File: config.mk
export PLATFORM = sky130hd
export DESIGN_NAME = seq_multdiv
export DESIGN_NICKNAME = d
export VERILOG_FILES = /design/src/rtl/seq_multdiv.sv
export SDC_FILE = /design/constraint.sdc
export NUM_CORES = 1
export LEC_CHECK = 0
export CELL_PAD_IN_SITES_DETAIL_PLACEMENT = 0
export CELL_PAD_IN_SITES_GLOBAL_PLACEMENT = 1
export CORE_ASPECT_RATIO = 1.1
export CORE_MARGIN = 4
export CORE_UTILIZATION = 53
export DETAILED_ROUTE_END_ITERATION = 8
export DONT_BUFFER_PORTS = 1
export GPL_ROUTABILITY_DRIVEN = 0
export GPL_TIMING_DRIVEN = 0
export HOLD_SLACK_MARGIN = 0.05
export PLACE_DENSITY = 0.84
export SLEW_MARGIN = 20
export SYNTH_ARGS = -nofsm -noshare
export SYNTH_HDL_FRONTEND = slang
export SYNTH_SLANG_ARGS = --single-unit
File: constraint.sdc
create_clock -name clock -period 5.1 [get_ports clock]
set_input_delay 1.275 -clock clock [delete_from_list [all_inputs] [get_ports clock]]
set_output_delay 1.275 -clock clock [all_outputs]
set_load 0.005 [all_outputs]
File: src/rtl/seq_multdiv.sv
// Iterative signed multiplier/divider: radix-2 shift-add multiply and restoring divide
// on sign-magnitude operands, with a start/ready handshake and overflow/div-by-zero flag.
module seq_multdiv #(
  parameter int WIDTH = 32
) (
  input  logic             clock,
  input  logic             reset_n,
  input  logic             ctrl_MULT,
  input  logic             ctrl_DIV,
  input  logic [WIDTH-1:0] data_operandA,
  input  logic [WIDTH-1:0] data_operandB,
  output logic [WIDTH-1:0] data_result,
  output logic             data_exception,
  output logic             data_resultRDY,
  output logic             busy
);

  localparam int CNT_W = $clog2(WIDTH) + 1;
  localparam logic [CNT_W-1:0] LAST_ITER = CNT_W'(WIDTH - 1);

  typedef enum logic [1:0] {S_IDLE, S_RUN, S_FIX} state_t;

  state_t               state_q, state_d;
  logic                 div_q, div_d;
  logic                 neg_q, neg_d;
  logic                 dz_q, dz_d;
  logic                 dovf_q, dovf_d;
  logic [CNT_W-1:0]     cnt_q, cnt_d;
  logic [WIDTH:0]       mag_a_q, mag_a_d;
  logic [WIDTH:0]       mag_b_q, mag_b_d;
  logic [2*WIDTH-1:0]   prod_q, prod_d;
  logic [WIDTH:0]       rem_q, rem_d;
  logic [WIDTH-1:0]     quo_q, quo_d;
  logic [WIDTH-1:0]     result_q, result_d;
  logic                 exc_q, exc_d;
  logic                 rdy_q, rdy_d;
  logic                 busy_q, busy_d;

  logic [WIDTH:0]       start_mag_a, start_mag_b;
  logic [WIDTH:0]       mul_sum;
  logic [WIDTH+1:0]     rem_shift, trial;
  logic [2*WIDTH-1:0]   prod_signed;
  logic [WIDTH-1:0]     quo_signed;

  // WIDTH+1 bits so that the magnitude of the most negative operand is representable.
  function automatic logic [WIDTH:0] magnitude(input logic [WIDTH-1:0] v);
    logic [WIDTH:0] ext;
    ext = {v[WIDTH-1], v};
    return ext[WIDTH] ? -ext : ext;
  endfunction

  function automatic logic [2*WIDTH-1:0] apply_sign_wide(input logic [2*WIDTH-1:0] v,
                                                         input logic neg);
    return neg ? -v : v;
  endfunction

  function automatic logic [WIDTH-1:0] apply_sign(input logic [WIDTH-1:0] v, input logic neg);
    return neg ? -v : v;
  endfunction

  always_comb begin
    start_mag_a = magnitude(data_operandA);
    start_mag_b = magnitude(data_operandB);
    mul_sum     = {1'b0, prod_q[2*WIDTH-1:WIDTH]} + mag_a_q;
    rem_shift   = {rem_q, quo_q[WIDTH-1]};
    trial       = rem_shift - {1'b0, mag_b_q};
    prod_signed = apply_sign_wide(prod_q, neg_q);
    quo_signed  = apply_sign(quo_q, neg_q);

    state_d  = state_q;
    div_d    = div_q;
    neg_d    = neg_q;
    dz_d     = dz_q;
    dovf_d   = dovf_q;
    cnt_d    = cnt_q;
    mag_a_d  = mag_a_q;
    mag_b_d  = mag_b_q;
    prod_d   = prod_q;
    rem_d    = rem_q;
    quo_d    = quo_q;
    result_d = result_q;
    exc_d    = exc_q;
    rdy_d    = 1'b0;
    busy_d   = busy_q;

    case (state_q)
      S_IDLE: begin
        if (ctrl_MULT || ctrl_DIV) begin
          state_d = S_RUN;
          div_d   = ~ctrl_MULT;
          busy_d  = 1'b1;
          cnt_d   = '0;
          mag_a_d = start_mag_a;
          mag_b_d = start_mag_b;
          // A zero operand forces a positive result so -0 never appears.
          neg_d   = (data_operandA[WIDTH-1] ^ data_operandB[WIDTH-1]) &&
                    (data_operandA != '0) && (data_operandB != '0);
          dz_d    = (data_operandB == '0);
          dovf_d  = (data_operandA == {1'b1, {(WIDTH-1){1'b0}}}) && (data_operandB == '1);
          prod_d  = {{WIDTH{1'b0}}, start_mag_b[WIDTH-1:0]};
          rem_d   = '0;
          quo_d   = start_mag_a[WIDTH-1:0];
        end
      end
      S_RUN: begin
        cnt_d = cnt_q + CNT_W'(1);
        if (div_q) begin
          if (!trial[WIDTH+1]) rem_d = trial[WIDTH:0];
          else                 rem_d = rem_shift[WIDTH:0];
          quo_d = {quo_q[WIDTH-2:0], ~trial[WIDTH+1]};
        end else if (prod_q[0]) begin
          prod_d = {mul_sum, prod_q[WIDTH-1:1]};
        end else begin
          prod_d = {1'b0, prod_q[2*WIDTH-1:1]};
        end
        if (cnt_q == LAST_ITER) state_d = S_FIX;
      end
      S_FIX: begin
        if (div_q) begin
          result_d = (dz_q || dovf_q) ? '0 : quo_signed;
          exc_d    = dz_q || dovf_q;
        end else begin
          result_d = prod_signed[WIDTH-1:0];
          exc_d    = (prod_signed[2*WIDTH-1:WIDTH] != {WIDTH{prod_signed[WIDTH-1]}});
        end
        rdy_d   = 1'b1;
        busy_d  = 1'b0;
        state_d = S_IDLE;
      end
      default: state_d = S_IDLE;
    endcase
  end

  always_ff @(posedge clock or negedge reset_n) begin
    if (!reset_n) begin
      state_q  <= S_IDLE;
      div_q    <= 1'b0;
      neg_q    <= 1'b0;
      dz_q     <= 1'b0;
      dovf_q   <= 1'b0;
      cnt_q    <= '0;
      mag_a_q  <= '0;
      mag_b_q  <= '0;
      prod_q   <= '0;
      rem_q    <= '0;
      quo_q    <= '0;
      result_q <= '0;
      exc_q    <= 1'b0;
      rdy_q    <= 1'b0;
      busy_q   <= 1'b0;
    end else begin
      state_q  <= state_d;
      div_q    <= div_d;
      neg_q    <= neg_d;
      dz_q     <= dz_d;
      dovf_q   <= dovf_d;
      cnt_q    <= cnt_d;
      mag_a_q  <= mag_a_d;
      mag_b_q  <= mag_b_d;
      prod_q   <= prod_d;
      rem_q    <= rem_d;
      quo_q    <= quo_d;
      result_q <= result_d;
      exc_q    <= exc_d;
      rdy_q    <= rdy_d;
      busy_q   <= busy_d;
    end
  end

  assign data_result    = result_q;
  assign data_exception = exc_q;
  assign data_resultRDY = rdy_q;
  assign busy           = busy_q;

endmodule

==> results.py, run 1 <==
metrics = {
    "power_and_ir_drop": {
        "comb_power_share_pct": 59.0,
        "p_total_w": 0.0137,
        "seqPwrFrac_pct": 25.2,
        "switching_share_pct": 49.1,
        "p_int_w": 0.00699,
        "leakage_nw": 7.76,
        "ir_drop_mv": 0.403,
        "p_per_area_nw_per_um2": 718,
        "p_clk_share_pct": 15.8,
        "net-switching-power_w": 0.00674,
    },
    "critical_path": {
        "critical_path.startpoint": "quo_q[31]$_DFFE_PN0P_",
        "r2r_start": "quo_q[31]$_DFFE_PN0P_",
        "worst-path-max-fanout": 10,
        "critPathKind": "flop to flop",
        "critPathArrivalTime_ps": 5300,
        "cpPeakStageDelay_ps": 550,
        "crit_cells": 13,
        "critical_path_buf_inv_count": 3,
        "worst_setup_path_end_kind": "flop",
        "critPathLaunchType": "flop",
        "crit_slowest_cell": "a21oi_1",
        "worstPathRequired_ps": 5510,
        "path_cells": "inv_1 > ha_1 > nor2b_1 > o211ai_1 > a211oi_1 > o21ai_0 > a21oi_1 > a2bb2oi_1 > mux2_2 > clkbuf_1 > clkbuf_1 > o311ai_0 > o21ai_0",
        "ff2ff_path_depth": 13,
        "endpoint": "quo_q[0]$_DFFE_PN0P_",
        "r2r_slack_ps": 210,
        "crit_family": "compound AO/OA/AOI/OAI gates",
        "reg2reg_to": "quo_q[0]$_DFFE_PN0P_",
    },
    "run_status": {
        "outcome": "complete, no violations",
    },
    "clock_tree": {
        "cts_hold_buf": 0,
        "cts_tree": "done",
        "cts_made_buffers": 28,
        "cts_sinks": 242,
        "clock_latency_ps": 570,
        "root_buffer": "clkbuf_16",
        "path_clk_slew_ps": 70,
        "cts_buffer_depth": 3,
        "htreeDepth": 1,
    },
    "synthesis": {
        "synthCells": 2141,
        "synth_fa_ha_area_share_pct": 5.28,
        "synthDominantCellAreaShare_pct": 34.4,
        "yosysWarnings": 0,
        "synthArstFlopShare_pct": 100,
        "synth_flop_cell": "dfrtp_1",
        "ys_seq_area_share_pct": 34.4,
        "synth-compound-area-share_pct": 26.1,
        "synth-xor-area-share_pct": 9.26,
        "synth_top_area_cell": "dfrtp_1",
        "synth_seq_cells": 242,
        "synth_edf_count": 0,
        "netlist_area_um2": 17600,
        "muxShareOfSynthArea_pct": 1.69,
        "synth_top_family_by_area": "compound AO/OA/AOI/OAI gates",
        "synthTopCellsByArea": "dfrtp_1 34%, xor2_1 7.4%, o21ai_0 7.0%, nand2_1 6.4%, ha_1 5.0%",
        "yosys.area_share.simple_pct": 18.9,
        "synth_common_cells": "302 x nand2_1, 246 x o21ai_0, 242 x dfrtp_1, 148 x xor2_1, 126 x nor2_1",
        "syn_nets": 2282,
        "synth_cell_types": 75,
        "avgSynthCellArea_um2": 8.22,
        "yosysMostFrequentCell": "nand2_1",
    },
    "timing": {
        "final.setup.tns_ps": 0,
        "slew_headroom_pct": 41.0,
        "finalSetupViolations": 0,
        "finalCriticalPeriod_ps": 4890,
        "finalClockSkew_ps": 19.9,
        "worst_pin_slew_ps": 876,
        "hold_viol": 0,
        "fmax_mhz": 205,
        "fin_ws_ps": 212,
        "fin_crit_sh_pct": 95.8,
        "drv_slew": 0,
        "rsz0062_at_grt": "no",
    },
    "die": {
        "start_util_pct": 54.1,
        "dieWidth_um": 182,
        "core_um2": 32500,
        "ioPinCount": 103,
        "die_y_um": 199,
        "row_count": 69,
        "die-area_um2": 36200,
    },
    "routing": {
        "drt_iter0_markers": 1327,
        "drt_wl_total_um": 59000,
        "routedWlPerCell_um": 22.5,
        "vias_per_cell": 6.43,
        "firstDrtPassIters": 6,
        "drcViolationCount": 0,
        "num_vias": 16800,
        "antenna_left": 0,
    },
    "global_routing": {
        "grt_pass1_vias": 16300,
        "antenna_found_initial": 0,
        "grt_pass1_wl_um": 91200,
        "grt_max_degree": 243,
        "overflow": 0,
        "track_usage_pct": 31.6,
    },
    "run": {
        "drv_cap": 0,
    },
    "finish": {
        "area_growth_syn_to_layout_pct": 8.62,
        "layout.nets": 2311,
        "drive_gt1_share_pct": 3.79,
        "num_antenna_cells": 0,
    },
    "place": {
        "dp_slack_ps": 274,
        "io_buffers": 0,
        "dp_hpwl_um": 45500,
    },
    "worst_hold_path": {
        "worstHoldPathType": "primary input to asynchronous set/reset pin",
    },
}
[through the flow]
| stage | hold slack, ps | instance area (µm²) | cells | utilization (%) |
|---|---|---|---|---|
| 4_1_cts | 390 | 19100 | 2618 | 58.7 |
| 3_3_place_gp | 462 | 18100 | 2567 | 55.7 |
| 2_1_floorplan | 444 | 17600 | 2141 | - |
| 5_1_grt | 404 | 19100 | 2617 | 58.7 |
| 6_report | 422 | 19100 | 2617 | 58.7 |
| 3_5_place_dp | 470 | 18100 | 2567 | 55.7 |
[how the worst min path moves through the flow]
stage                           startpoint  cells after the start                     end  slack (ps)
finish                             reset_n                      0   rem_q[26]$_DFFE_PN0P_         420
global route                       reset_n                      0   rem_q[26]$_DFFE_PN0P_         400
CTS                                reset_n                      0  mag_a_q[3]$_DFFE_PN0P_         390
detailed placement  mag_b_q[2]$_DFFE_PN0P_                      2  mag_b_q[2]$_DFFE_PN0P_         470
global placement        dovf_q$_DFFE_PN0P_                      2      dovf_q$_DFFE_PN0P_         460
floorplan               dovf_q$_DFFE_PN0P_                      2      dovf_q$_DFFE_PN0P_         440
[flip-flops by register name, summed over array words and instances, names as in the netlist]
signal / flops
data_exception: 1
div_q: 1
state_q: 2
rem_q: 33
neg_q: 1
busy: 1
data_result: 32
dovf_q: 1
dz_q: 1
mag_a_q: 33
mag_b_q: 33
data_resultRDY: 1
prod_q: 64
quo_q: 32
cnt_q: 6
[placed cells by master, fill, tap and decap left out, types with 7 or more instances in the layout]
cell type and count:
nand3_1 29, mux2i_1 23, clkbuf_16 29, a21oi_1 118, a22oi_1 10, o21ai_0 246
and3_1 10, or3_1 25, xnor2_1 38, clkbuf_1 125, o31ai_1 47, nand2_1 302
nand4_1 19, a21o_1 34, ha_1 71, nor2_1 126, xor2_1 148, nor3_1 57
a221o_1 11, o211ai_1 38, nor2b_1 15, o21a_1 47, or4_1 20, o221ai_1 34
clkinv_2 7, dfrtp_1 242, nor4_1 25, buf_1 12, nand2b_1 22, a31oi_1 14
a211oi_1 25, or2_2 15, inv_1 61, o41ai_1 25
[timing repair]
| item | 4_1_cts | 5_1_grt |
|---|---|---|
| setup endpoints to repair | 0 | 1 |
| resized for setup | 0 | 0 |
| hold endpoints to repair | 0 | 0 |
| buffers inserted | 0 | 0 |
[layout make-up]
| class | count | area (µm²) |
|---|---|---|
| plain buffers | 136 | 533 |
| inverters | 62 | 233 |
| multi-input cells | 1700 | 10800 |
| fillers | 3026 | 13400 |
| well taps | 426 | 533 |
| flip-flops and latches | 242 | 6060 |
| clock inverters | 12 | 164 |
| clock buffers | 39 | 823 |
[routing by layer]
layer / up-vias / wire, µm / GRT usage (%)
met5: - / 0 / 0
met3: 177 / 3870 / 3.64
li1: 7851 / - / -
met2: 716 / 28000 / 53.6
met4: 0 / 3100 / 14.7
met1: 8081 / 24000 / 40.6
[worst register-to-register path, cell delays in order (launching register included)]
cell       delay [ps]
dfrtp_1           440
inv_1             150
ha_1              240
nor2b_1           190
o211ai_1          180
a211oi_1          510
o21ai_0           320
a21oi_1           550
a2bb2oi_1         350
mux2_2            420
clkbuf_1          280
clkbuf_1          420
o311ai_0          540
o21ai_0           150
[power groups by stage]
stage	combinational, W	sequential [W]	clock, W
global route	0.00892	0.00355	0.00228
finish	0.00809	0.00346	0.00217
global placement	0.00779	0.00344	0
CTS	0.00796	0.00344	0.00220
floorplan	0.00595	0.00318	0
detailed placement	0.00790	0.00346	0
[kinds of logic (layout without fill, tap and decap cells)]
kind of cell    Yosys count  after routing
mux                      29             29
fa+ha+maj                73             73
compound gates          709            709
buf+inv                 199            249
flops                   242            242
simple gates            703            703
xor+xnor                186            186
No activity file was read; power rests on OpenSTA's default activity.
==> run 2, diff against run 1 <==
--- a/config.mk
+++ b/config.mk
@@ -16,6 +16,7 @@
 export GPL_TIMING_DRIVEN = 0
 export HOLD_SLACK_MARGIN = 0.05
 export PLACE_DENSITY = 0.84
+export REMOVE_ABC_BUFFERS = 1
 export SLEW_MARGIN = 20
 export SYNTH_ARGS = -nofsm -noshare
 export SYNTH_HDL_FRONTEND = slang
==> run 2 against run 1 <==
Net effect:
- critical path type unchanged
- largest cell class unchanged
- global-route usage fell by 4.2 points
- setup slack improved by 120 ps
- total power fell by 1.9%
- sequential share of layout area up 0.11 points
- via count shrank 6.8%
- highest routed layer unchanged
- routed wire length shrank 14%
- critical endpoint is now rem_q[18]$_DFFE_PN0P_
- clock power rose by 12%
==> results.py, run 2 (synthesis gave the netlist of run 1 again) <==
metrics = {
    "global_routing": {
        "overflow": 0,
        "grt_pass1_vias": 15300,
        "grt_max_degree": 243,
        "antenna_found_initial": 0,
        "track_usage_pct": 27.4,
        "grt_pass1_wl_um": 81700,
    },
    "power_and_ir_drop": {
        "ir_drop_mv": 0.330,
        "seqPwrFrac_pct": 27.2,
        "p_int_w": 0.00722,
        "net-switching-power_w": 0.00624,
        "p_total_w": 0.0135,
        "p_per_area_nw_per_um2": 706,
        "leakage_nw": 7.79,
        "p_clk_share_pct": 18.0,
        "comb_power_share_pct": 54.8,
        "switching_share_pct": 46.3,
    },
    "die": {
        "ioPinCount": 103,
        "row_count": 69,
        "start_util_pct": 54.1,
        "dieWidth_um": 182,
        "core_um2": 32500,
        "die_y_um": 199,
        "die-area_um2": 36200,
    },
    "finish": {
        "fin_cells": 2498,
        "largest_reg_flops": 64,
        "fillCellCount": 2953,
        "final_cell_mix": "300 x nand2_1, 244 x o21ai_0, 239 x dfrtp_1",
        "layout.nets": 2189,
        "largest-register": "prod_q",
        "seqCellArea_um2": 6060,
        "num_antenna_cells": 0,
        "design_area_um2": 19100,
        "area_growth_syn_to_layout_pct": 8.36,
        "drive_gt1_share_pct": 5.26,
        "multi_input_area_um2": 10800,
        "mostFrequentLayoutCell": "nand2_1",
    },
    "timing": {
        "rsz0062_at_grt": "no",
        "finalClockSkew_ps": 30.1,
        "fmax_mhz": 210,
        "finalCriticalPeriod_ps": 4770,
        "slew_headroom_pct": 39.6,
        "hold_viol": 0,
        "drv_slew": 0,
        "worst_pin_slew_ps": 906,
        "fin_crit_sh_pct": 93.5,
        "final.setup.tns_ps": 0,
        "fin_ws_ps": 333,
        "finalSetupViolations": 0,
    },
    "routing": {
        "vias_per_cell": 6.28,
        "firstDrtPassIters": 5,
        "drt_iter0_markers": 1109,
        "drcViolationCount": 0,
        "drt_wl_total_um": 50600,
        "num_vias": 15700,
        "antenna_left": 0,
        "routedWlPerCell_um": 20.2,
    },
    "critical_path": {
        "worst_setup_path_end_kind": "flop",
        "ff2ff_path_depth": 11,
        "r2r_slack_ps": 330,
        "path_cells": "inv_1 > ha_1 > nor2b_1 > o211ai_1 > a211oi_1 > o21ai_0 > a21oi_1 > a2bb2oi_1 > mux2_2 > or2_2 > a221o_1",
        "r2r_start": "quo_q[31]$_DFFE_PN0P_",
        "critical_path.startpoint": "quo_q[31]$_DFFE_PN0P_",
        "critPathKind": "flop to flop",
        "worst-path-max-fanout": 40,
        "endpoint": "rem_q[18]$_DFFE_PN0P_",
        "critPathLaunchType": "flop",
        "critPathArrivalTime_ps": 5210,
        "cpPeakStageDelay_ps": 700,
        "crit_slowest_cell": "mux2_2",
        "reg2reg_to": "rem_q[18]$_DFFE_PN0P_",
        "worstPathRequired_ps": 5540,
    },
    "clock_tree": {
        "cts_tree": "done",
        "cts_made_buffers": 30,
        "cts_hold_buf": 0,
        "clock_latency_ps": 580,
        "post_cts_buffers": 0,
        "path_clk_slew_ps": 60,
        "cts_buffer_depth": 3,
        "cts_sinks": 242,
        "htreeDepth": 1,
        "root_buffer": "clkbuf_16",
        "cts-resized-gates": 0,
    },
    "worst_hold_path": {
        "worstHoldPathType": "primary input to asynchronous set/reset pin",
    },
    "place": {
        "io_buffers": 0,
        "placed_cells": 2442,
        "dp_hpwl_um": 36200,
        "dp_slack_ps": 364,
        "placed_area_um2": 17900,
    },
    "run_status": {
        "outcome": "complete, no violations",
    },
    "run": {
        "drv_cap": 0,
    },
}
[run 2: cell types whose count changed in the layout (fill, tap and decap cells not counted), moves of 3 or more]
cell | previous run | this run
buf_1 | 12 | 0
buf_12 | 0 | 5
buf_16 | 0 | 6
buf_6 | 3 | 0
bufinv_16 | 4 | 8
clkbuf_1 | 125 | 5
clkbuf_8 | 6 | 2
dfrtp_1 | 242 | 239
[run 2: critical path, delay by kind of cell, from the launching register on]
family	cells	cell delay (ps)
AO/OA/AOI/OAI	6	2170
adder cells (fa/ha/maj)	1	260
buffers and inverters	1	180
flip-flops	1	470
multiplexers	1	700
AND/OR/NAND/NOR	2	840
[run 2: worst min path at each step]
stage | start | end | slack [ps] | cells after the start
2_1_floorplan | dovf_q$_DFFE_PN0P_ | dovf_q$_DFFE_PN0P_ | 440 | 2
3_3_place_gp | mag_b_q[15]$_DFFE_PN0P_ | mag_b_q[15]$_DFFE_PN0P_ | 460 | 2
3_5_place_dp | dovf_q$_DFFE_PN0P_ | dovf_q$_DFFE_PN0P_ | 470 | 2
4_1_cts | reset_n | rem_q[6]$_DFFE_PN0P_ | 370 | 0
5_1_grt | reset_n | rem_q[6]$_DFFE_PN0P_ | 370 | 0
6_report | reset_n | rem_q[6]$_DFFE_PN0P_ | 390 | 0
[run 2: layer usage]
layer  global-route usage (%)  part of all wire, %
met2                     47.8                   49
met3                     3.62                  5.1
met4                     8.17                  2.7
met5                        0                    0
met1                     35.9                   44
[run 2: area by class of cell]
type	instances	share of cell area, %
tap	426	2.80
multi-input combinational	1700	56.8
sequential	242	31.8
clock inverter	19	1.75
timing repair buffer	12	1.47
inverter	62	1.22
clock buffer	37	4.18
[run 2: metrics by stage]
stage / hold slack (ps) / utilization (%)
floorplan: 444 / -
global placement: 461 / 54.0
detailed placement: 466 / 55.1
CTS: 372 / 58.6
global route: 369 / 58.6
finish: 392 / 58.6
[run 2: power by group through the flow]
stage	sequential, W	clock (W)	combinational, W
floorplan	0.00338	0	0.00562
global placement	0.00371	0	0.00694
detailed placement	0.00367	0	0.00726
CTS	0.00364	0.00246	0.00731
global route	0.00377	0.00254	0.00825
finish	0.00366	0.00242	0.00737
==> run 3, diff against run 2 <==
--- a/config.mk
+++ b/config.mk
@@ -5,17 +5,18 @@
 export SDC_FILE = /design/constraint.sdc
 export NUM_CORES = 1
 export LEC_CHECK = 0
+export ABC_AREA = 1
 export CELL_PAD_IN_SITES_DETAIL_PLACEMENT = 0
 export CELL_PAD_IN_SITES_GLOBAL_PLACEMENT = 1
 export CORE_ASPECT_RATIO = 1.1
 export CORE_MARGIN = 4
-export CORE_UTILIZATION = 53
+export CORE_UTILIZATION = 51
 export DETAILED_ROUTE_END_ITERATION = 8
 export DONT_BUFFER_PORTS = 1
 export GPL_ROUTABILITY_DRIVEN = 0
 export GPL_TIMING_DRIVEN = 0
 export HOLD_SLACK_MARGIN = 0.05
-export PLACE_DENSITY = 0.84
+export PLACE_DENSITY = 0.86
 export REMOVE_ABC_BUFFERS = 1
 export SLEW_MARGIN = 20
 export SYNTH_ARGS = -nofsm -noshare
==> run 3 against run 2 <==
Net effect:
- setup slack gained 930 ps
- non-clock buffer count is the same
- synthesized cell count grew 37%
- first-iteration DRC count grew 46%
- fmax grew 24%
- critical path type unchanged
- critical endpoint is now data_exception$_DFFE_PN0P_
- largest cell class unchanged
==> results.py, run 3 <==
metrics = {
    "finish": {
        "fillCellCount": 3799,
        "num_antenna_cells": 0,
        "design_area_um2": 20700,
        "largest_reg_flops": 64,
        "mostFrequentLayoutCell": "nand2_1",
        "layout.nets": 3029,
        "final_cell_mix": "743 x nand2_1, 349 x inv_1, 323 x nor2_1",
        "drive_gt1_share_pct": 4.70,
        "fin_cells": 3406,
        "area_growth_syn_to_layout_pct": 7.86,
        "final_util_pct": 55.7,
        "largest-register": "prod_q",
    },
    "timing": {
        "rsz0062_at_grt": "no",
        "finalClockSkew_ps": 16.3,
        "worst_pin_slew_ps": 1090,
        "hold_viol": 0,
        "fin_crit_sh_pct": 75.2,
        "fmax_mhz": 261,
        "finalSetupViolations": 0,
        "finalCriticalPeriod_ps": 3830,
        "holdWs_ps": 373,
        "fin_ws_ps": 1270,
        "slew_headroom_pct": 26.9,
        "drv_slew": 0,
    },
    "critical_path": {
        "worst-path-max-fanout": 40,
        "crit_family": "simple AND/OR/NAND/NOR gates",
        "reg2reg_to": "data_exception$_DFFE_PN0P_",
        "ff2ff_path_depth": 15,
        "path_cells": "inv_2 > ha_1 > nand2_1 > nor2_4 > nand3_1 > a21oi_1 > nand2_1 > nand2_1 > nand2_1 > nor3_1 > nand3_1 > nand2_1 > nand4_1 > nand2_1 > nand2_1",
        "critPathKind": "flop to flop",
        "crit_slowest_cell": "dfrtp_2",
        "critical_path_buf_inv_count": 1,
        "critPathArrivalTime_ps": 4320,
        "r2r_slack_ps": 1270,
        "cpMostUsedCell": "nand2_1",
        "worstPathRequired_ps": 5590,
        "critPathLaunchType": "flop",
        "r2r_start": "prod_q[0]$_DFFE_PN0P_",
        "worst_setup_path_end_kind": "flop",
        "cpPeakStageDelay_ps": 680,
    },
    "place": {
        "placed_cells": 3349,
        "dp_hpwl_um": 50800,
        "placed_area_um2": 19700,
        "io_buffers": 0,
        "dp_slack_ps": 686,
    },
    "power_and_ir_drop": {
        "net-switching-power_w": 0.00863,
        "leakage_nw": 9.86,
        "comb_power_share_pct": 62.2,
        "switching_share_pct": 53.8,
        "p_per_area_nw_per_um2": 774,
        "p_clk_share_pct": 13.8,
        "p_int_w": 0.00741,
        "ir_drop_mv": 0.783,
        "seqPwrFrac_pct": 24.0,
    },
    "clock_tree": {
        "cts_hold_buf": 0,
        "cts_made_buffers": 31,
        "cts_tree": "done",
        "cts-resized-gates": 0,
        "root_buffer": "clkbuf_16",
        "post_cts_buffers": 0,
        "cts_buffer_depth": 3,
        "htreeDepth": 1,
        "clock_latency_ps": 600,
        "cts_sinks": 242,
        "path_clk_slew_ps": 60,
    },
    "synthesis": {
        "ys_seq_area_share_pct": 31.5,
        "synth_top_area_cell": "dfrtp_1",
        "synth_seq_cells": 242,
        "synthDominantCellAreaShare_pct": 31.5,
        "muxShareOfSynthArea_pct": 0,
        "yosysMostFrequentCell": "nand2_1",
        "synthArstFlopShare_pct": 100,
        "yosys.area_share.simple_pct": 31.2,
        "synthTopCellsByArea": "dfrtp_1 32%, nand2_1 15%, o21ai_0 8.3%, inv_1 6.9%, nor2_1 6.4%",
        "synth_fa_ha_area_share_pct": 4.83,
        "synth_cell_types": 62,
        "synthCells": 2943,
        "yosysWarnings": 0,
        "synth_top_family_by_area": "simple AND/OR/NAND/NOR gates",
        "netlist_area_um2": 19200,
        "avgSynthCellArea_um2": 6.53,
        "synth-compound-area-share_pct": 19.0,
        "synth_edf_count": 0,
        "synth_common_cells": "745 x nand2_1, 352 x inv_1, 328 x nor2_1, 317 x o21ai_0, 242 x dfrtp_1",
        "synth-xor-area-share_pct": 4.15,
        "synth_flop_cell": "dfrtp_1",
    },
    "worst_hold_path": {
        "worstHoldPathType": "primary input to asynchronous set/reset pin",
    },
    "die": {
        "die_y_um": 212,
        "start_util_pct": 51.6,
        "die-area_um2": 40900,
        "core_um2": 37200,
        "dieWidth_um": 193,
        "ioPinCount": 103,
        "row_count": 74,
    },
    "routing": {
        "firstDrtPassIters": 6,
        "drcViolationCount": 0,
        "antenna_left": 0,
        "routedWlPerCell_um": 19.3,
        "drt_iter0_markers": 1620,
        "num_vias": 19700,
        "drt_wl_total_um": 65600,
        "vias_per_cell": 5.77,
    },
    "global_routing": {
        "grt_pass1_vias": 19100,
        "antenna_found_initial": 0,
        "track_usage_pct": 31.7,
        "grt_max_degree": 243,
        "overflow": 0,
        "grt_pass1_wl_um": 103000,
    },
    "run": {
        "drv_cap": 0,
    },
    "run_status": {
        "outcome": "complete, no violations",
    },
}
[run 3: cell types whose count changed in the layout (fill, tap and decap cells not counted), moves of 28 or more]
| cell | change |
|---|---|
| a21o_1 | -28 |
| a21oi_1 | +87 |
| inv_1 | +289 |
| nand2_1 | +443 |
| nand3_1 | +163 |
| nor2_1 | +197 |
| o21a_1 | -44 |
| o21ai_0 | +73 |
| o221ai_1 | -30 |
| o31ai_1 | -41 |
| xor2_1 | -86 |
[run 3: logic make-up after synthesis]
| logic type | count (synthesis) |
|---|---|
| simple gates | 1411 |
| buf+inv | 461 |
| flops | 242 |
| xor+xnor | 91 |
| fa+ha+maj | 73 |
| compound gates | 665 |
[run 3: how the worst max path moves through the flow]
stage,cells after the start,from,endpoint
floorplan,8,ctrl_DIV,prod_q[1]$_DFFE_PN0P_
global placement,6,ctrl_DIV,quo_q[1]$_DFFE_PN0P_
detailed placement,10,ctrl_DIV,prod_q[21]$_DFFE_PN0P_
CTS,9,state_q[0]$_DFFE_PN0P_,prod_q[21]$_DFFE_PN0P_
global route,7,div_q$_DFFE_PN0P_,quo_q[2]$_DFFE_PN0P_
finish,15,prod_q[0]$_DFFE_PN0P_,data_exception$_DFFE_PN0P_
[run 3: final cells by class]
| cell class | count | area (µm²) | share of cell area, % |
|---|---|---|---|
| sequential | 242 | 6060 | 29.2 |
| clock inverter | 11 | 135 | 0.652 |
| tap | 494 | 618 | 2.98 |
| multi-input combinational | 2240 | 11400 | 55.0 |
| clock buffer | 46 | 892 | 4.30 |
| inverter | 361 | 1360 | 6.55 |
| timing repair buffer | 12 | 254 | 1.23 |
[run 3: metal layers]
layer	up-vias	wire (µm)	track usage, %
li1	9597	-	-
met3	185	4460	5.79
met1	9199	26600	39.1
met2	682	30300	52.6
met4	0	4260	17.5
met5	-	0	0
[run 3: per-stage QoR]
| step | setup TNS [ps] | power (W) |
|---|---|---|
| 2_1_floorplan | -298520 | 0.0107 |
| 3_3_place_gp | -1243530 | 0.0134 |
| 3_5_place_dp | 0 | 0.0136 |
| 4_1_cts | 0 | 0.0159 |
| 5_1_grt | 0 | 0.0176 |
| 6_report | 0 | 0.0160 |
[run 3: power by group through the flow]
stage / sequential (W) / combinational (W) / clock (W)
floorplan: 0.00344 / 0.00726 / 0
global placement: 0.00388 / 0.00951 / 0
detailed placement: 0.00384 / 0.00977 / 0
CTS: 0.00382 / 0.00985 / 0.00225
global route: 0.00394 / 0.0113 / 0.00234
finish: 0.00385 / 0.00997 / 0.00222
[run 3: worst register-to-register path, stage by stage (launching register included)]
cell,delay [ps]
dfrtp_2,680
inv_2,690
ha_1,310
nand2_1,150
nor2_4,250
nand3_1,200
a21oi_1,490
nand2_1,100
nand2_1,80
nand2_1,70
nor3_1,150
nand3_1,110
nand2_1,130
nand4_1,170
nand2_1,100
nand2_1,50
